File: config.mk
export PLATFORM = sky130hd
export DESIGN_NAME = fp_result_queue
export DESIGN_NICKNAME = d
export VERILOG_FILES = /design/src/rtl/fp_pkg.sv /design/src/rtl/fp_classify.sv /design/src/rtl/fp_result_queue.sv
export SDC_FILE = /design/constraint.sdc
export NUM_CORES = 1
export LEC_CHECK = 0
export CORE_UTILIZATION = 50
export CTS_CLUSTER_SIZE = 12
export DETAILED_ROUTE_END_ITERATION = 12
export PLACE_DENSITY = 0.74
export SLEW_MARGIN = 20
export SYNTH_ARGS = -nofsm -noshare
export SYNTH_HDL_FRONTEND = slang
export SYNTH_HIERARCHICAL = 1
export SYNTH_SLANG_ARGS = --single-unit
File: constraint.sdc
create_clock -name clk -period 2.5 [get_ports clk]
set_input_delay 0.25 -clock clk [delete_from_list [all_inputs] [get_ports clk]]
set_output_delay 0.25 -clock clk [all_outputs]
set_load 0.03 [all_outputs]
File: src/rtl/fp_pkg.sv
// Shared IEEE-754 single-precision field widths and the per-entry flag record
// used by the FP result queue.
package fp_pkg;

    localparam int unsigned EXP_W  = 8;
    localparam int unsigned MANT_W = 23;

    localparam logic [EXP_W-1:0] EXP_MAX = 8'hFF;

    localparam int unsigned FLAG_OVF    = 4;
    localparam int unsigned FLAG_NAN    = 3;
    localparam int unsigned FLAG_INF    = 2;
    localparam int unsigned FLAG_ZERO   = 1;
    localparam int unsigned FLAG_DENORM = 0;

    typedef struct packed {
        logic ovf;
        logic nan;
        logic inf;
        logic zero;
        logic denorm;
    } fp_flags_t;

endpackage

File: src/rtl/fp_classify.sv
// Combinational classifier for a single-precision value; overflow is not known
// here and is always returned clear.
module fp_classify
    import fp_pkg::*;
(
    input  logic [31:0] value,
    output fp_flags_t   flags
);

    logic [EXP_W-1:0]  exp_field;
    logic [MANT_W-1:0] mant_field;
    logic              mant_zero;

    assign exp_field  = value[30:23];
    assign mant_field = value[22:0];
    assign mant_zero  = (mant_field == '0);

    always_comb begin
        flags        = '0;
        flags.nan    = (exp_field == EXP_MAX) && !mant_zero;
        flags.inf    = (exp_field == EXP_MAX) &&  mant_zero;
        flags.zero   = (exp_field == '0)      &&  mant_zero;
        flags.denorm = (exp_field == '0)      && !mant_zero;
    end

endmodule

File: src/rtl/fp_result_queue.sv
// Result queue between the FP add/multiply unit and its consumer; results are
// classified on entry. Define FP_OVF_COUNT_EN to enable the overflow counter.
module fp_result_queue
    import fp_pkg::*;
#(
    parameter int unsigned DEPTH = 4
) (
    input  logic                   clk,
    input  logic                   reset,
    input  logic                   in_valid,
    output logic                   in_ready,
    input  logic [31:0]            in_result,
    input  logic                   in_overflow,
    output logic                   out_valid,
    input  logic                   out_ready,
    output logic [31:0]            out_result,
    output logic [4:0]             out_flags,
    output logic [$clog2(DEPTH):0] count,
    output logic [15:0]            ovf_cnt
);

    localparam int unsigned AW = $clog2(DEPTH);
    localparam int unsigned CW = AW + 1;

    logic [AW-1:0] wr_ptr_q, wr_ptr_d;
    logic [AW-1:0] rd_ptr_q, rd_ptr_d;
    logic [CW-1:0] count_q, count_d;

    logic [31:0] mem_result_q [DEPTH];
    fp_flags_t   mem_flags_q  [DEPTH];

    logic        push, pop;
    logic [31:0] wr_result;
    fp_flags_t   class_flags;
    fp_flags_t   wr_flags;

    assign in_ready  = (count_q != CW'(DEPTH));
    assign out_valid = (count_q != '0);
    assign push      = in_valid && in_ready;
    assign pop       = out_valid && out_ready;
    assign count     = count_q;

    // Overflowed results are replaced by a signed infinity before storage.
    assign wr_result = in_overflow ? {in_result[31], EXP_MAX, {MANT_W{1'b0}}} : in_result;

    fp_classify u_classify (
        .value (wr_result),
        .flags (class_flags)
    );

    always_comb begin
        wr_flags     = class_flags;
        wr_flags.ovf = in_overflow;
    end

    always_comb begin
        wr_ptr_d = wr_ptr_q;
        rd_ptr_d = rd_ptr_q;
        count_d  = count_q;
        if (push) begin
            wr_ptr_d = wr_ptr_q + 1'b1;
        end
        if (pop) begin
            rd_ptr_d = rd_ptr_q + 1'b1;
        end
        unique case ({push, pop})
            2'b10:   count_d = count_q + 1'b1;
            2'b01:   count_d = count_q - 1'b1;
            default: count_d = count_q;
        endcase
    end

    always_ff @(posedge clk or posedge reset) begin
        if (reset) begin
            wr_ptr_q <= '0;
            rd_ptr_q <= '0;
            count_q  <= '0;
        end else begin
            wr_ptr_q <= wr_ptr_d;
            rd_ptr_q <= rd_ptr_d;
            count_q  <= count_d;
        end
    end

    // Storage needs no reset: outputs are masked while the queue is empty.
    always_ff @(posedge clk) begin
        if (push) begin
            mem_result_q[wr_ptr_q] <= wr_result;
            mem_flags_q[wr_ptr_q]  <= wr_flags;
        end
    end

    always_comb begin
        out_result = '0;
        out_flags  = '0;
        if (out_valid) begin
            out_result = mem_result_q[rd_ptr_q];
            out_flags  = mem_flags_q[rd_ptr_q];
        end
    end

`ifdef FP_OVF_COUNT_EN
    logic [15:0] ovf_cnt_q;

    always_ff @(posedge clk or posedge reset) begin
        if (reset) begin
            ovf_cnt_q <= '0;
        end else if (push && in_overflow && (ovf_cnt_q != 16'hFFFF)) begin
            ovf_cnt_q <= ovf_cnt_q + 16'd1;
        end
    end

    assign ovf_cnt = ovf_cnt_q;
`else
    assign ovf_cnt = '0;
`endif

endmodule

==> results.py, run 1 <==
metrics = {
    "global_routing": {
        "antenna_found_initial": 0,
        "grt_usage": 0.201,
        "first_global_vias": 3381,
        "gr-total-overflow": 0,
        "grt_start_max_net_pins": 39,
        "grt_pass1_wl_um": 18800,
    },
    "setup_path": {
        "crit_slowest_cell": "clkdlybuf4s50_1",
        "arrival_ns": 2.15,
        "rrSetupSlack_ns": 0.24,
        "cp_slowest_stage_delay_ns": 0.62,
        "path_cells": "or3_1 -> buf_4 -> clkdlybuf4s50_1",
        "worstPathMaxFanout": 25,
        "startpoint_type": "register",
        "required_ns": 2.25,
        "cp-end-kind": "output pin",
        "path_class": "register to output pin",
    },
    "floorplanning": {
        "core.rowCount": 41,
        "core_area_sq_um": 12600,
        "die_width_um": 116,
        "die-area_sq_um": 13400,
        "dieHeight_um": 116,
        "ioPinCount": 95,
        "start_util": 0.513,
    },
    "clocking": {
        "clk_path_buf_depth": 2,
        "cts.sinks": 155,
        "post-cts-setup-buffers": 0,
        "clock-root-buffer": "clkbuf_16",
        "clk_latency_ns": 0.42,
        "path_clk_slew_ns": 0.06,
        "cts_tree": "done",
        "cts_buffers": 17,
        "cts-resized-gates": 0,
        "h-tree-depth": 4,
        "postCtsHoldBufs": 0,
    },
    "route": {
        "routed_wl_um": 12100,
        "drt_iter0_markers": 158,
        "dr_wl_met2_um": 6330,
        "m1WireLength_um": 5070,
        "firstDrtPassIters": 5,
        "antenna_left": 0,
        "viasPerCell": 5.25,
        "top_layer": "met4",
        "wl_met3_um": 511,
        "drt-wirelength-per-cell_um": 19.5,
        "route.detailed.drc": 0,
        "vias": 3254,
    },
    "final_layout": {
        "multi_input_area_sq_um": 1680,
        "fill_cells": 896,
        "antenna_cells": 0,
        "mostFrequentLayoutCells": "edfxtp_1 (148), clkdlybuf4s50_1 (41), and2_1 (39)",
        "area_growth_pct": 24.6,
        "final_layout_size_suffix_gt1_frac": 0.299,
        "layout_commonest_cell": "edfxtp_1",
        "nets": 478,
        "regArea_sq_um": 4620,
    },
    "pwr": {
        "peakVddDrop_mv": 0.611,
        "cellLeakagePower_nw": 2.82,
        "p_total_w": 0.0105,
        "power_density_nw_per_um2": 1310,
    },
    "timing": {
        "max_freq_mhz": 416,
        "setup_viol": 0,
        "hold_viol_final": 0,
        "fin_crit_ns": 2.40,
        "finalCritPeriodShare": 0.961,
        "hold_ws_ns": 0.0575,
        "slew_violations": 0,
        "grt_setup_unrepaired": "false",
        "tns_ns": 0,
        "fin_skew_ns": 0.0144,
    },
    "logic_synthesis": {
        "syn_area_sq_um": 6470,
        "syn_avg_cell_area_sq_um": 18.9,
        "synthesis.instances": 343,
        "ys_warn_count": 6,
    },
    "placed_design": {
        "buffer_ports.inserted": 78,
        "place_congestion": 0.747,
        "hpwl_um": 7210,
    },
    "job": {
        "drv_cap": 0,
    },
    "outcome": {
        "status": "finished clean",
    },
    "worst_hold_path": {
        "hp-class": "input port to async pin",
    },
}
where the power goes:
group	internal (W)	leakage [nW]	switching (W)
clock network	0.00157	0.288	0.00101
registers	0.00343	1.46	0.000155
logic	0.00195	1.07	0.00240
metal layers:
metal  track usage  vias to the layer above
li1              -                     1486
met3        0.0413                       13
met2         0.339                      115
met4        0.0915                        0
met1         0.255                     1640
met5             0                        -
worst paths after layout:
check	startpoint	endpoint	depth (start not counted)
worst max-delay path	count[0]	out_valid	3
worst min-delay path	reset	count[0]	2
worst max register to register	count[0]	count[2]	9
worst min register to register	count[2]	count[2]	1
max in group asynchronous	reset	rd_ptr_q[0]	2
min in group clk	out_ready	rd_ptr_q[1]	3
critical path, delay by kind of cell, from the launching register on:
family | cells | cell delay (ns)
flip-flops | 1 | 0.43
AND/OR/NAND/NOR | 1 | 0.44
buffers and inverters | 2 | 0.87
sequential cells by signal (all words and copies together) (netlist names):
register and count:
count 3, rd_ptr_q 2, mem_flags_q 20, wr_ptr_q 2, mem_result_q 128
final cells by class:
cell class	instances	area share
flip-flops and latches	155	0.574
multi-input cells	165	0.209
clock inverters	14	0.0213
inverters	7	0.00326
repair buffers	89	0.113
clock buffers	18	0.0533
well taps	172	0.0267
per-stage QoR:
stage | cells | utilization | cell area (sq um) | setup slack, ns
after floorplan | 358 | - | 6530 | 0.199
after global placement | 588 | 0.591 | 7460 | 0.197
after detailed placement | 588 | 0.591 | 7460 | 0.0550
after CTS | 620 | 0.638 | 8060 | 0.0116
after global routing | 620 | 0.639 | 8060 | 0.0228
final | 620 | 0.639 | 8060 | 0.0980
Note: power is estimated with default switching activity, not from simulation.
==> run 2: changes to the inputs <==
--- a/config.mk
+++ b/config.mk
@@ -9,6 +9,7 @@
 export CTS_CLUSTER_SIZE = 12
 export DETAILED_ROUTE_END_ITERATION = 12
 export PLACE_DENSITY = 0.74
+export RECOVER_POWER = 50
 export SLEW_MARGIN = 20
 export SYNTH_ARGS = -nofsm -noshare
 export SYNTH_HDL_FRONTEND = slang
==> run 2 against run 1 <==
  * Sequential cell count stayed put
  * Die area stayed put
  * Global-route usage stayed put
  * Final area is 0.43% lower
  * Final cell count stayed put
  * Maximum frequency is 0.33% higher
  * Non-clock buffer count stayed put
  * Hold slack better by 0.14 ns
  * Count of clock-buffer cells in the layout stayed put
  * Critical path depth stayed put
  * First-iteration DRC count is 3.2% higher
  * Highest routed layer unchanged
==> results.py, run 2 (synthesized netlist as in run 1, its figures left out) <==
metrics = {
    "setup_path": {
        "r2r_end": "count[2]",
        "crit-reg2reg-launch": "count[0]",
        "rrSetupSlack_ns": 0.13,
        "critPathLaunch": "count[0]",
        "worstPathMaxFanout": 25,
        "cp-end-kind": "output pin",
        "required_ns": 2.25,
        "path_class": "register to output pin",
        "arrival_ns": 2.14,
        "ff2ff_path_depth": 9,
        "startpoint_type": "register",
    },
    "floorplanning": {
        "core.rowCount": 41,
        "die-area_sq_um": 13400,
        "ioPinCount": 95,
        "core_area_sq_um": 12600,
        "start_util": 0.513,
        "dieHeight_um": 116,
        "die_width_um": 116,
    },
    "job": {
        "drv_cap": 0,
    },
    "clocking": {
        "cts_buffers": 17,
        "clk_latency_ns": 0.42,
        "path_clk_slew_ns": 0.06,
        "cts-resized-gates": 0,
        "cts_tree": "done",
        "post-cts-setup-buffers": 0,
        "cts.sinks": 155,
        "postCtsHoldBufs": 0,
        "h-tree-depth": 4,
        "clock-root-buffer": "clkbuf_16",
        "clk_path_buf_depth": 2,
    },
    "pwr": {
        "sw_frac_of_total": 0.340,
        "seq_power_share": 0.343,
        "cellLeakagePower_nw": 2.81,
        "p_sw_w": 0.00356,
        "power_density_nw_per_um2": 1310,
        "internal-power_w": 0.00692,
        "peakVddDrop_mv": 0.612,
        "p_comb_frac": 0.410,
        "power_frac_clock": 0.246,
    },
    "route": {
        "route.detailed.drc": 0,
        "vias": 3268,
        "antenna_left": 0,
        "firstDrtPassIters": 5,
        "drt_iter0_markers": 163,
        "routed_wl_um": 12100,
        "viasPerCell": 5.27,
        "drt-wirelength-per-cell_um": 19.5,
    },
    "final_layout": {
        "instances_no_fill": 620,
        "antenna_cells": 0,
        "final_layout_size_suffix_gt1_frac": 0.295,
        "layout_commonest_cell": "edfxtp_1",
        "fill_cells": 901,
        "multi_input_area_sq_um": 1680,
        "largest_reg_flops": 128,
        "area_growth_pct": 24.0,
        "mostFrequentLayoutCells": "edfxtp_1 (148), and2_1 (38), clkdlybuf4s50_1 (38)",
        "largest-register": "mem_result_q",
        "nets": 478,
        "regArea_sq_um": 4620,
    },
    "placed_design": {
        "buffer_ports.inserted": 78,
        "dp_cells": 588,
        "hpwl_um": 7210,
        "place_congestion": 0.747,
    },
    "timing": {
        "max_freq_mhz": 418,
        "finalCritPeriodShare": 0.958,
        "grt_setup_unrepaired": "false",
        "fin_crit_ns": 2.39,
        "setup_viol": 0,
        "slew_violations": 0,
        "maxSlewHeadroom": 0.243,
        "max_slew.worst_pin.slew_ns": 1.14,
        "tns_ns": 0,
        "hold_viol_final": 0,
        "fin_skew_ns": 0.00856,
    },
    "global_routing": {
        "grt_pass1_wl_um": 18800,
        "gr-total-overflow": 0,
        "grt_usage": 0.201,
        "antenna_found_initial": 0,
        "first_global_vias": 3381,
        "grt_start_max_net_pins": 39,
    },
    "worst_hold_path": {
        "hp-class": "input port to async pin",
    },
    "outcome": {
        "status": "finished clean",
    },
}
[run 2: cell types whose count changed in the layout (fill, tap and decap cells not counted)]
cell / change
and2_4: -1
or3b_4: -1
and2_0: +2
clkbuf_2: +2
dlygate4sd3_1: +3
or3b_1: +1
and2_1: -1
clkdlybuf4s50_1: -3
buf_12: -2
[run 2: layer usage]
metal,global-route usage,vias to the layer above,share of wire
met5,0,-,0
met4,0.0915,0,0.020
met3,0.0413,19,0.051
met2,0.339,122,0.51
met1,0.255,1639,0.42
li1,-,1488,-
[run 2: cell type report]
type                    instances  area share
repair buffers                 89       0.110
multi-input cells             165       0.209
inverters                       7     0.00327
clock inverters                14      0.0214
clock buffers                  18      0.0535
flip-flops and latches        155       0.576
well taps                     172      0.0268
[run 2: worst max-delay path by stage]
stage | endpoint | slack (ns)
after floorplan | count[2] | 0.20
after global placement | mem_flags_q[0][1] | 0.20
after detailed placement | mem_flags_q[0][1] | 0.06
after CTS | out_result[31] | 0.01
after global routing | count[2] | 0.01
final | out_valid | 0.11
[run 2: power by group through the flow]
stage	Clock (W)	Combinational (W)	Sequential, W
4_1_cts	0.00261	0.00444	0.00360
6_report	0.00258	0.00430	0.00360
3_3_place_gp	0	0.00440	0.00360
2_1_floorplan	0	0.00280	0.00364
5_1_grt	0.00272	0.00459	0.00364
3_5_place_dp	0	0.00442	0.00364
[run 2: per-stage QoR]
step / cell area, sq um / setup WS [ns] / hold WS, ns / util / total power, W
5_1_grt: 8020 / 0.0146 / 0.229 / 0.636 / 0.0110
6_report: 8020 / 0.106 / 0.200 / 0.636 / 0.0105
3_3_place_gp: 7460 / 0.197 / 0.497 / 0.591 / 0.00800
2_1_floorplan: 6530 / 0.199 / 0.0534 / - / 0.00645
3_5_place_dp: 7460 / 0.0550 / 0.498 / 0.591 / 0.00807
4_1_cts: 8060 / 0.0116 / 0.0532 / 0.638 / 0.0106
[run 2: worst max-delay path: stages, from the launching register on]
cell and delay [ns]:
dfrtp_1 0.42, or3_1 0.44, buf_4 0.25, clkdlybuf4s50_1 0.62
==> run 3: changes to the inputs <==
--- a/config.mk
+++ b/config.mk
@@ -8,6 +8,7 @@
 export CORE_UTILIZATION = 50
 export CTS_CLUSTER_SIZE = 12
 export DETAILED_ROUTE_END_ITERATION = 12
+export GPL_ROUTABILITY_DRIVEN = 0
 export PLACE_DENSITY = 0.74
 export RECOVER_POWER = 50
 export SLEW_MARGIN = 20
==> constraint.sdc (replaced) <==
create_clock -name clk -period 3 [get_ports clk]
set_input_delay 0.3 -clock clk [delete_from_list [all_inputs] [get_ports clk]]
set_output_delay 0.3 -clock clk [all_outputs]
set_load 0.03 [all_outputs]
==> run 3 against run 2 <==
  * Hold slack gained 0.065 ns
  * Final cell count up 0.16%
  * Count of clock-buffer cells in the layout stayed put
  * Final area grew 0.44%
  * Clock power shrank 20%
  * Die area unchanged
  * Critical path type unchanged
  * Largest cell class unchanged
==> results.py, run 3 (synthesized netlist as in run 1, its figures left out) <==
metrics = {
    "route": {
        "drt-wirelength-per-cell_um": 19.7,
        "firstDrtPassIters": 5,
        "drt_iter0_markers": 225,
        "routed_wl_um": 12200,
        "viasPerCell": 5.40,
        "antenna_left": 0,
        "route.detailed.drc": 0,
        "vias": 3356,
    },
    "clocking": {
        "post-cts-setup-buffers": 0,
        "h-tree-depth": 4,
        "clock-root-buffer": "clkbuf_16",
        "postCtsHoldBufs": 0,
        "path_clk_slew_ns": 0.06,
        "clk_latency_ns": 0.42,
        "cts_buffers": 17,
        "clk_path_buf_depth": 2,
        "cts.sinks": 155,
        "cts_tree": "done",
    },
    "timing": {
        "fin_skew_ns": 0.00532,
        "maxSlewHeadroom": 0.284,
        "max_slew.worst_pin.slew_ns": 1.07,
        "tns_ns": 0,
        "hold_viol_final": 0,
        "grt_setup_unrepaired": "false",
        "fin_crit_ns": 2.86,
        "setup_viol": 0,
        "slew_violations": 0,
        "finalCritPeriodShare": 0.952,
        "max_freq_mhz": 350,
    },
    "setup_path": {
        "cp-end-kind": "output pin",
        "path_class": "register to output pin",
        "startpoint_type": "register",
        "arrival_ns": 2.56,
        "worstPathMaxFanout": 14,
        "required_ns": 2.70,
    },
    "placed_design": {
        "hpwl_um": 7580,
        "postPlaceCellArea_sq_um": 7490,
        "buffer_ports.inserted": 78,
    },
    "pwr": {
        "power_density_nw_per_um2": 1080,
        "cellLeakagePower_nw": 2.74,
        "peakVddDrop_mv": 0.452,
    },
    "worst_hold_path": {
        "hp-class": "input port to async pin",
    },
    "final_layout": {
        "area_growth_pct": 24.6,
        "utilization": 0.639,
        "antenna_cells": 0,
        "final_cell_area_sq_um": 8060,
        "mostFrequentLayoutCells": "edfxtp_1 (148), clkdlybuf4s50_1 (76), and2_1 (38)",
        "largest-register": "mem_result_q",
        "layout_commonest_cell": "edfxtp_1",
        "nets": 479,
        "largest_reg_flops": 128,
        "final_layout_size_suffix_gt1_frac": 0.207,
    },
    "global_routing": {
        "gr-total-overflow": 0,
        "antenna_found_initial": 0,
        "first_global_vias": 3394,
        "grt_usage": 0.200,
        "grt_pass1_wl_um": 18800,
        "grt_start_max_net_pins": 28,
    },
    "floorplanning": {
        "start_util": 0.513,
        "die-area_sq_um": 13400,
        "core_area_sq_um": 12600,
        "dieHeight_um": 116,
        "ioPinCount": 95,
        "die_width_um": 116,
        "core.rowCount": 41,
    },
    "outcome": {
        "status": "finished clean",
    },
    "job": {
        "drv_cap": 0,
    },
}
==> run 3: cell types whose count changed in the layout (fill, tap and decap cells not counted), moves of 2 or more <==
cell	change
buf_12	-3
clkbuf_2	-2
and3_1	+2
and3_2	-2
buf_4	-31
clkdlybuf4s50_1	+38
==> run 3: worst max-delay path, stage by stage (launching register included) <==
cell             delay, ns
dfrtp_4               0.61
buf_12                0.23
mux4_2                0.54
and2_1                0.17
clkdlybuf4s50_1       0.58
==> run 3: cell type report <==
class	count	area, sq um
clock buffers	18	429
clock inverters	14	148
fillers	911	4560
inverters	7	26.3
multi-input cells	165	1670
flip-flops and latches	155	4620
well taps	172	215
repair buffers	90	942
==> run 3: routing by layer <==
metal,track usage,vias up,wire length (um)
met5,0,-,0
met4,0.0778,0,156
met3,0.0418,12,586
met2,0.336,102,6400
met1,0.258,1760,5090
li1,-,1482,-
==> run 3: per-stage QoR <==
stage               cells  setup WS (ns)  hold slack [ns]  power (W)
finish                621          0.143            0.265    0.00870
global route          621         0.0593            0.276    0.00907
CTS                   621        0.00698            0.117    0.00880
detailed placement    589          0.272            0.495    0.00672
global placement      589          0.401            0.502    0.00667
floorplan             358          0.699            0.103    0.00537
==> run 3: worst paths after layout <==
| path | from | to | slack, ns | depth (start not counted) |
|---|---|---|---|---|
| max | rd_ptr_q[0] | out_flags[2] | 0.14 | 4 |
| min | reset | wr_ptr_q[0] | 0.26 | 2 |
| max reg2reg | count[0] | count[2] | 0.67 | 9 |
| min reg2reg | count[2] | count[2] | 0.50 | 1 |
| max in group asynchronous | reset | rd_ptr_q[0] | 2.49 | 2 |
| min in group clk | count[2] | count[2] | 0.50 | 1 |
==> run 3: what timing repair did <==
item                                    4_1_cts  5_1_grt
gates resized for setup                       0        1
endpoints found under the setup margin        0       25
endpoints found under the hold margin         0        0
==> run 3: power breakdown <==
group | switching, W | leakage, nW | internal, W
logic | 0.00188 | 1.00 | 0.00167
clock network | 0.000839 | 0.277 | 0.00123
registers | 0.000222 | 1.46 | 0.00287
